--- src/rtl/instr_register_pkg.sv ---
// Shared instruction-register types plus the execute-stage state and result types.
package instr_register_pkg;

  typedef enum logic [3:0] {
    ZERO  = 4'd0,
    PASSA = 4'd1,
    PASSB = 4'd2,
    ADD   = 4'd3,
    SUB   = 4'd4,
    MULT  = 4'd5,
    DIV   = 4'd6,
    MOD   = 4'd7
  } opcode_t;

  typedef logic signed [31:0] operand_t;
  typedef logic        [4:0]  address_t;

  typedef struct packed {
    opcode_t  opc;
    operand_t op_a;
    operand_t op_b;
  } instruction_t;

  typedef enum logic [2:0] {
    S_IDLE    = 3'd0,
    S_FETCH   = 3'd1,
    S_EXEC    = 3'd2,
    S_DIVWAIT = 3'd3,
    S_OUT     = 3'd4
  } exec_state_t;

  typedef logic signed [63:0] result_t;

endpackage

--- src/rtl/instr_divider.sv ---
// Signed restoring divider: magnitudes in, 32 shift/subtract iterations, signs restored on output.
// Quotient truncates toward zero; the remainder takes the sign of the dividend.
module instr_divider
  import instr_register_pkg::*;
(
  input  logic     clk,
  input  logic     reset_n,
  input  logic     div_start,
  input  operand_t dividend,
  input  operand_t divisor,
  output result_t  quotient,
  output result_t  remainder,
  output logic     div_done
);

  logic [31:0] rem_q;
  logic [31:0] quo_q;
  logic [31:0] dvs_q;
  logic [4:0]  cnt_q;
  logic        run_q;
  logic        q_neg_q;
  logic        r_neg_q;

  logic [32:0] shifted;
  logic [33:0] trial;
  logic        step_ok;
  logic [31:0] rem_nx;
  logic [31:0] quo_nx;

  function automatic logic [31:0] magnitude(input operand_t v);
    logic [31:0] u;
    u = v;
    return v[31] ? (~u + 32'd1) : u;
  endfunction

  function automatic result_t apply_sign(input logic [31:0] mag, input logic neg);
    result_t m;
    m = {32'd0, mag};
    return neg ? -m : m;
  endfunction

  always_comb begin
    shifted = {rem_q, quo_q[31]};
    trial   = {1'b0, shifted} - {2'b00, dvs_q};
    step_ok = !trial[33];
    rem_nx  = step_ok ? trial[31:0] : shifted[31:0];
    quo_nx  = {quo_q[30:0], step_ok};
  end

  always_ff @(posedge clk or negedge reset_n) begin
    if (!reset_n) begin
      rem_q     <= '0;
      quo_q     <= '0;
      dvs_q     <= '0;
      cnt_q     <= '0;
      run_q     <= 1'b0;
      q_neg_q   <= 1'b0;
      r_neg_q   <= 1'b0;
      quotient  <= '0;
      remainder <= '0;
      div_done  <= 1'b0;
    end else begin
      div_done <= 1'b0;
      if (div_start) begin
        rem_q   <= '0;
        quo_q   <= magnitude(dividend);
        dvs_q   <= magnitude(divisor);
        q_neg_q <= dividend[31] ^ divisor[31];
        r_neg_q <= dividend[31];
        cnt_q   <= '0;
        run_q   <= 1'b1;
      end else if (run_q) begin
        rem_q <= rem_nx;
        quo_q <= quo_nx;
        cnt_q <= cnt_q + 5'd1;
        // Final iteration: publish signed results together with the done pulse.
        if (cnt_q == 5'd31) begin
          run_q     <= 1'b0;
          div_done  <= 1'b1;
          quotient  <= apply_sign(quo_nx, q_neg_q);
          remainder <= apply_sign(rem_nx, r_neg_q);
        end
      end
    end
  end

endmodule

--- src/rtl/instr_exec_unit.sv ---
// Execute stage walking a run of instruction-register entries, one valid/ready result per entry.
// Optional macro DIV_ZERO_TRAP_EN: a divide by zero ends the run after its errored result.
module instr_exec_unit
  import instr_register_pkg::*;
#(
  parameter int DEPTH = 32
) (
  input  logic         clk,
  input  logic         reset_n,
  input  logic         start,
  input  address_t     start_ptr,
  input  logic [5:0]   count,
  output address_t     read_pointer,
  input  instruction_t instruction_word,
  output logic         res_valid,
  input  logic         res_ready,
  output result_t      res_value,
  output opcode_t      res_opcode,
  output address_t     res_ptr,
  output logic         res_err,
  output logic         busy,
  output logic         done
);

  localparam address_t PTR_MASK = address_t'(DEPTH - 1);

  exec_state_t  state_q, state_d;
  instruction_t iw_q;
  logic [5:0]   remaining;

  result_t op_a64, op_b64;
  result_t exec_val;
  logic    exec_err;
  logic    exec_is_div;
  logic    div_go;
  logic    div_start;
  logic    div_done;
  result_t quotient, remainder;
  logic    handshake;
  logic    abort;
  logic    last_result;

  instr_divider u_divider (
    .clk       (clk),
    .reset_n   (reset_n),
    .div_start (div_start),
    .dividend  (iw_q.op_a),
    .divisor   (iw_q.op_b),
    .quotient  (quotient),
    .remainder (remainder),
    .div_done  (div_done)
  );

  // Single-cycle result of the fetched word; DIV/MOD only flag themselves here.
  always_comb begin
    op_a64      = {{32{iw_q.op_a[31]}}, iw_q.op_a};
    op_b64      = {{32{iw_q.op_b[31]}}, iw_q.op_b};
    exec_val    = '0;
    exec_err    = 1'b0;
    exec_is_div = 1'b0;
    case (iw_q.opc)
      ZERO:    exec_val = '0;
      PASSA:   exec_val = op_a64;
      PASSB:   exec_val = op_b64;
      ADD:     exec_val = op_a64 + op_b64;
      SUB:     exec_val = op_a64 - op_b64;
      MULT:    exec_val = op_a64 * op_b64;
      DIV, MOD: begin
        exec_is_div = 1'b1;
        exec_err    = (iw_q.op_b == '0);
      end
      default: exec_err = 1'b1;
    endcase
  end

  assign div_go = exec_is_div && !exec_err;

`ifdef DIV_ZERO_TRAP_EN
  assign abort = res_err && ((res_opcode == DIV) || (res_opcode == MOD));
`else
  assign abort = 1'b0;
`endif

  always_comb begin
    busy        = (state_q != S_IDLE);
    res_valid   = (state_q == S_OUT);
    div_start   = (state_q == S_EXEC) && div_go;
    handshake   = res_valid && res_ready;
    last_result = (remaining == 6'd1) || abort;
  end

  always_ff @(posedge clk or negedge reset_n) begin
    if (!reset_n) state_q <= S_IDLE;
    else          state_q <= state_d;
  end

  always_comb begin
    state_d = state_q;
    case (state_q)
      S_IDLE:    if (start && (count != 6'd0)) state_d = S_FETCH;
      S_FETCH:   state_d = S_EXEC;
      S_EXEC:    state_d = div_go ? S_DIVWAIT : S_OUT;
      S_DIVWAIT: if (div_done) state_d = S_OUT;
      S_OUT:     if (handshake) state_d = last_result ? S_IDLE : S_FETCH;
      default:   state_d = S_IDLE;
    endcase
  end

  // Datapath registers; result fields only change on entry to OUT, so they hold under stall.
  always_ff @(posedge clk or negedge reset_n) begin
    if (!reset_n) begin
      read_pointer <= '0;
      remaining    <= '0;
      iw_q         <= '0;
      res_value    <= '0;
      res_opcode   <= ZERO;
      res_ptr      <= '0;
      res_err      <= 1'b0;
      done         <= 1'b0;
    end else begin
      done <= 1'b0;
      case (state_q)
        S_IDLE: begin
          if (start && (count != 6'd0)) begin
            read_pointer <= start_ptr;
            remaining    <= count;
          end else if (start) begin
            done <= 1'b1;
          end
        end
        S_FETCH: iw_q <= instruction_word;
        S_EXEC: begin
          res_opcode <= iw_q.opc;
          res_ptr    <= read_pointer;
          if (!div_go) begin
            res_value <= exec_val;
            res_err   <= exec_err;
          end
        end
        S_DIVWAIT: begin
          if (div_done) begin
            res_value <= (iw_q.opc == DIV) ? quotient : remainder;
            res_err   <= 1'b0;
          end
        end
        S_OUT: begin
          if (handshake) begin
            if (last_result) begin
              remaining <= '0;
              done      <= 1'b1;
            end else begin
              remaining    <= remaining - 6'd1;
              read_pointer <= (read_pointer + 5'd1) & PTR_MASK;
            end
          end
        end
        default: ;
      endcase
    end
  end

endmodule

--- config.mk ---
export PLATFORM = sky130hd
export DESIGN_NAME = instr_exec_unit
export DESIGN_NICKNAME = d
export VERILOG_FILES = /design/src/rtl/instr_register_pkg.sv /design/src/rtl/instr_divider.sv /design/src/rtl/instr_exec_unit.sv
export SDC_FILE = /design/constraint.sdc
export NUM_CORES = 2
export LEC_CHECK = 0
export CAP_MARGIN = 10
export CELL_PAD_IN_SITES_DETAIL_PLACEMENT = 2
export CELL_PAD_IN_SITES_GLOBAL_PLACEMENT = 2
export CORE_AREA = 2 2 410 412
export DETAILED_ROUTE_END_ITERATION = 7
export DIE_AREA = 0 0 412 414
export PLACE_DENSITY = 0.85
export RECOVER_POWER = 50
export SKIP_LAST_GASP = 1
export SLEW_MARGIN = 20
export SYNTH_ARGS = -nofsm -noshare
export SYNTH_HDL_FRONTEND = slang
export SYNTH_SLANG_ARGS = --single-unit
--- constraint.sdc ---
create_clock -name clk -period 8.62 [get_ports clk]
set_clock_uncertainty 0.15 [all_clocks]
set_input_delay 1.724 -clock clk [delete_from_list [all_inputs] [get_ports clk]]
set_output_delay 1.724 -clock clk [all_outputs]
set_load 0.1 [all_outputs]
# Yosys cells after proc, flatten, opt, wreduce, memory -nomap -nowiden
# Index checks and enable logic that the tools add are counted.
dict set report word_totals {
  ramBits 0
  in_bits 83
  rom_bits 0
  latchBits 0
  out_inout_bits 82
  elab_cells 121
  register_bits 390
  mem_count 0
}
dict set report classes {
  mul 1
  addsub 10
  bitwise 4
  shift 0
  n_reduce_logical 21
  order_cmp 0
  div_mod_pow 0
  eq_ne 18
  n_mux 46
}
# operator n
set op_table {}
lappend op_table {{$mux 64} 5}
lappend op_table {{$pmux 64 s5} 1}
lappend op_table {{$mux 32} 7}
lappend op_table {{$neg 32->64} 2}
lappend op_table {{$pmux 64 s2} 1}
lappend op_table {{$add 32x1->32 const B} 2}
lappend op_table {{$mul 32x32->64} 1}
lappend op_table {{$not 32->32} 2}
lappend op_table {{$sub 33x32->34} 1}
lappend op_table {{$add 32x32->33} 1}
lappend op_table {{$sub 32x32->33} 1}
lappend op_table {{$logic_not 32->1} 1}
lappend op_table {{$mux 5} 5}
lappend op_table {{$mux 6} 3}
lappend op_table {{$eq 4x3->1 const B} 4}
lappend op_table {{$pmux 3 s5} 1}
lappend op_table {{$mux 1} 14}
lappend op_table {{$mux 3} 4}
lappend op_table {{$pmux 6 s2} 1}
lappend op_table {{$reduce_and 3->1} 4}
lappend op_table {{$add 5x1->5 const B} 2}
lappend op_table {{$pmux 5 s2} 1}
lappend op_table {{$eq 4x2->1 const B} 2}
lappend op_table {{$eq 3x2->1 const B} 2}
lappend op_table {{other kinds (21)} 32}

# Longest topological paths before layout
dict set report depth {
  depth_word 8
  depth_mapped 31
  ltp_nobuf 28
}

# Modules after synthesis
# Synthesis repeated with hierarchy kept, for this count alone.
dict set report hier_totals {
  cells_unflattened 6843
  hier_area_um2 61590.3
}
# mod area_each_um2 cells_each n_inst seq_area_each_um2
set by_module_without_submodules {}
lappend by_module_without_submodules {instr_exec_unit 47641.9 5250 1 3928.8}
lappend by_module_without_submodules {instr_divider 13948.4 1593 1 5780.5}

# Worst setup path after synthesis
# No wires, ideal clock.
dict set report synth_path {
  kind {register -> register}
  startpoint {reg iw_q[63] (netlist bit)}
  endpoint {reg res_value[62]}
  t_required_ns 8.344
  period_less_slack_ns 8.621
  path_stages_with_launch 28
  setup_slack_ns -0.001
  path_buffers 3
  setup_time_ns 0.126
  arrival_time_ns 8.344
  cell_sequence {dfrtp_1 -> clkbuf_1 -> clkbuf_1 -> buf_1 -> nand2_1 -> inv_1 -> fa_1 -> inv_1 -> fa_1 -> inv_1 -> fa_1 -> fa_1 -> inv_1 -> fa_1 -> inv_1 -> fa_1 -> inv_1 -> fa_1 -> inv_1 -> fa_1 -> ha_1 -> and4_1 -> a221oi_1 -> a311oi_1 -> a211o_1 -> or3_1 -> and3_1 -> o32a_1}
}
dict set report synth_between {
  elab_chain_cells 4
  elab_cells_between_ends 6
  classes_between {add/sub: 2; mul: 1; mux: 3}
}
# element line
set synth_lines {}
lappend synth_lines {{start: declaration} instr_exec_unit.sv:28} ;# instruction_t iw_q;
lappend synth_lines {{start signal: assignment} instr_exec_unit.sv:131} ;# S_FETCH: iw_q <= instruction_word;
lappend synth_lines {{$mul 32x32->64, or another cell as far along} instr_exec_unit.sv:67} ;# MULT: exec_val = op_a64 * op_b64;
lappend synth_lines {{$pmux 64 s5 (*)} instr_exec_unit.sv:61} ;# case (iw_q.opc)
lappend synth_lines {{$mux 64 (*)} instr_exec_unit.sv:135} ;# if (!div_go) begin
lappend synth_lines {{$pmux 64 s2 (*)} instr_exec_unit.sv:122} ;# case (state_q)
lappend synth_lines {{end signal: assignment} instr_exec_unit.sv:136} ;# res_value <= exec_val;
lappend synth_lines {{end signal: assignment} instr_exec_unit.sv:142} ;# res_value <= (iw_q.opc == DIV) ? quotient : remainder;
lappend synth_lines {{end: declaration} instr_exec_unit.sv:17} ;# output result_t res_value,
# Mark *: on every way between the ends. The rest lies on a longest branch, timed or not. The select of a mux whose other input is x is not followed.
# A chain may end at the register's enable or synchronous reset.

# Final worst setup path
dict set report layout_path {
  startpoint {reg iw_q[14] (netlist bit)}
  endpoint {reg res_value[58]}
}
dict set report layout_between {
  elab_chain_cells 6
  elab_cells_between_ends 12
  classes_between {add/sub: 2; mul: 1; eq/ne: 1; mux: 4; reduce/logical: 4}
}
# element
set layout_lines {}
lappend layout_lines {{parallel branches: the longest is 6 deep, another holds $mul 32x32->64}}
# Parallel ways; which one is timed is not known. The select of a mux whose other input is x is not followed.

==> results.py <==
metrics = {
    "detailed_routing": {
        "antenna_left": 0,
        "via_per_inst": 6.23,
        "drt_iter0_drc": 5441,
        "drt_first_pass_iters": 8,
        "wire_per_inst_um": 35.8,
        "wl_um": 333000,
        "drc": 0,
        "vias": 57900,
    },
    "finish": {
        "nFillCells": 17800,
        "drive_above_1_share_pct": 11.3,
        "regArea_mm2": 0.00979,
        "area_delta_synth_final_pct": 15.3,
        "fin_nets": 8481,
        "multi_input_area_mm2": 0.0467,
    },
    "setup_path": {
        "worst-setup-path-type": "flop to flop",
        "cp_data_required_time_ns": 9.03,
        "cp_max_fo": 16,
        "cp_data_arrival_time_ns": 9.98,
        "endpoint_kind": "flop",
        "critPathLaunchType": "flop",
    },
    "synthesis": {
        "syn_inst": 6834,
        "ys_async_sr_fraction_pct": 100,
        "yosysWarningCount": 0,
        "synth_cell_types": 88,
        "syn_nets": 8294,
        "ys_seq_elements": 388,
        "yosysSeqAreaShare_pct": 15.8,
        "syn_area_per_cell_um2": 8.96,
        "ys.flop_type": "dfrtp_1",
        "syn_area_mm2": 0.0613,
        "synth-edff-count": 0,
    },
    "clock_tree": {
        "numCtsBuffers": 52,
        "clk_pin_slew_ns": 0.06,
        "cts_max_level": 2,
        "clock_latency_ns": 0.72,
        "cts_tree": "done",
        "cts_root_buf": "clkbuf_16",
        "clockBufferDepth": 3,
        "clock-sinks": 388,
    },
    "floorplan": {
        "pin_count": 165,
        "core-area_mm2": 0.166,
        "die_w_um": 412,
        "dieArea_mm2": 0.171,
        "start_util_pct": 36.8,
        "die_y_um": 414,
        "num_rows": 150,
    },
    "place": {
        "portBuffers": 164,
        "hpwl_um": 224000,
        "gp_congestion": 0.943,
    },
    "sta": {
        "setup_ws_ns": -0.949,
        "hold_viol_final": 0,
        "final_max_slew_viol_count": 361,
        "finalCritPeriodShare_pct": 111,
        "fin_tns_setup_ns": -15.00,
        "min_period_ns": 9.57,
        "fmax_ghz": 0.105,
        "maxSlewHeadroom_pct": -307,
        "rsz0062_at_grt": "yes",
        "setup_viol": 31,
        "tightest_slew_ns": 6.10,
    },
    "global_route": {
        "overflow": 0,
        "track_usage_pct": 35.1,
        "grt_pass1_vias": 64600,
        "grt_pass1_wl_um": 441000,
        "grt_max_degree": 154,
        "antenna_found_initial": 37,
    },
    "hold_path": {
        "hold_path_class": "flop to flop",
    },
    "run": {
        "max-cap-violations": 5,
    },
    "status": {
        "violations": "capacitance limit, slew limit, setup timing",
        "status": "finished with violations",
    },
}
-- worst max-delay path: stages, from the launching register on --
cell and delay [ns]:
dfrtp_2 0.51, buf_6 0.25, and2_1 0.41, fa_1 0.50
fa_1 0.57, inv_1 0.11, fa_1 0.50, fa_1 0.96
inv_1 0.26, fa_1 0.52, fa_1 0.61, fa_2 0.52
fa_1 0.45, ha_2 0.26, a21o_1 0.19, a21o_1 0.20
a21oi_4 0.17, o21ai_2 0.10, a221oi_2 0.37, a311oi_2 0.18
buf_4 0.21, a211o_4 0.35, buf_4 0.15, nor4_1 0.53
nor3_1 0.14, a21oi_1 0.23
-- cells by family (layout without fill, tap and decap cells) --
kind of cell	count (synthesis)	in the layout	synth area share (%)
fa+ha+maj	1377	1377	41.4
compound gates	1175	1175	12.3
flops	388	388	15.8
mux	148	148	2.52
buf+inv	1516	1742	9.32
xor+xnor	202	202	2.89
simple gates	2028	2028	15.7
other cells	0	27	0
-- layout make-up --
cell class / instances / share of cell area [%]
clock buffer: 66 / 2.02
timing repair buffer: 568 / 7.73
clock inverter: 27 / 0.517
sequential: 388 / 13.9
multi-input combinational: 4930 / 66.1
tap: 2204 / 3.90
antenna: 27 / 0.0956
inverter: 1081 / 5.83
-- cell usage after synthesis, drive strengths merged (13+ instances only) --
cell type	count	area, um^2
a21o	100	751
nand4	17	106
dfrtp	388	9710
nand2b	37	239
o41ai	19	174
a221oi	19	166
a222oi	18	180
nor2b	19	119
a21oi	247	1240
a31oi	28	175
xnor2	136	1190
nand3	45	230
a22oi	13	97.6
or4	25	203
and3	25	156
a2111oi	14	123
clkbuf	396	1490
ha	292	3650
o22ai	18	113
o21ai	387	1940
o211ai	20	150
mux2	52	586
fa	1085	21700
o221ai	17	149
o21bai	22	165
inv	1077	4040
buf	39	164
nor2	304	1140
a211oi	55	413
a221o	14	140
or3	35	219
and2	456	2850
mux2i	96	961
nand2	923	3470
o31ai	38	285
o21a	31	233
xor2	66	578
nor4	18	128
or2	15	93.8
nor3	76	385
-- through the flow --
| stage | hold slack [ns] | util, % | area [um^2] | instances | setup slack [ns] |
|---|---|---|---|---|---|
| 2_1_floorplan | 0.288 | - | 61300 | 6834 | 0.110 |
| 3_5_place_dp | 0.315 | 40.1 | 66700 | 9064 | -0.660 |
| 4_1_cts | 0.339 | 41.5 | 69100 | 9184 | -0.0489 |
| 6_report | 0.334 | 42.5 | 70600 | 9291 | -0.949 |
| 3_3_place_gp | 0.305 | 40.1 | 66700 | 9063 | -0.703 |
| 5_1_grt | 0.356 | 42.4 | 70600 | 9269 | -0.878 |
-- worst paths after layout --
path | end | depth (start not counted) | slack [ns] | startpoint
worst max-delay path | res_value[58]$_DFFE_PN0P_ | 25 | -0.95 | iw_q[14]$_DFFE_PN0P_
worst min-delay path | res_value[16]$_DFFE_PN0P_ | 2 | 0.33 | res_value[16]$_DFFE_PN0P_
worst max register to register | res_value[58]$_DFFE_PN0P_ | 25 | -0.95 | iw_q[14]$_DFFE_PN0P_
worst min register to register | res_value[16]$_DFFE_PN0P_ | 2 | 0.33 | res_value[16]$_DFFE_PN0P_
max in group asynchronous | iw_q[22]$_DFFE_PN0P_ | 2 | 0.93 | reset_n
min in group asynchronous | u_divider.cnt_q[2]$_DFFE_PN0P_ | 1 | 3.35 | reset_n
-- routing by layer --
metal	GRT usage, %	share of wire, %
met5	0	0.064
met4	29.5	11
met3	5.69	8.9
met2	59.0	46
met1	38.8	33
-- repair_timing --
item                                    CTS  global route
endpoints found under the hold margin     0             0
endpoints found under the setup margin   33            37
pin swaps                                 8            67
resized for setup                       108           193
hold buffers                              0             0
buffers inserted                         25            71
cloned                                    2             9
-- state kept, by name (all words and copies together), names as in the netlist, 6 cells and up --
signal / cells
iw_q: 68
remaining: 6
res_value: 64
u_divider.dvs_q: 32
u_divider.quo_q: 32
u_divider.quotient: 63
u_divider.rem_q: 32
u_divider.remainder: 63
-- cells in the final DEF (no fill, tap or decap), types with 34 or more instances in the layout --
| cell type | synthesis | final |
|---|---|---|
| nor3_1 | 75 | 69 |
| xor2_1 | 66 | 65 |
| buf_4 | 0 | 318 |
| or3_1 | 35 | 34 |
| xnor2_1 | 136 | 134 |
| fa_2 | 0 | 36 |
| mux2i_1 | 96 | 95 |
| clkbuf_16 | 0 | 61 |
| nand2_1 | 922 | 915 |
| dfrtp_1 | 388 | 343 |
| a211oi_1 | 55 | 52 |
| nand2b_1 | 36 | 34 |
| o21ai_0 | 383 | 369 |
| and2_1 | 456 | 454 |
| nand3_1 | 44 | 43 |
| fa_1 | 1085 | 1049 |
| a21o_1 | 100 | 100 |
| a21oi_1 | 246 | 226 |
| nor2_1 | 304 | 295 |
| dfrtp_2 | 0 | 34 |
| ha_1 | 292 | 265 |
| mux2_2 | 52 | 46 |
| clkdlybuf4s50_1 | 0 | 157 |
| o31ai_1 | 38 | 37 |
| inv_1 | 1076 | 1049 |
| buf_12 | 0 | 37 |
Power is not shown: default switching activity piles up to over one toggle a cycle in this logic, so the estimate is an artifact.
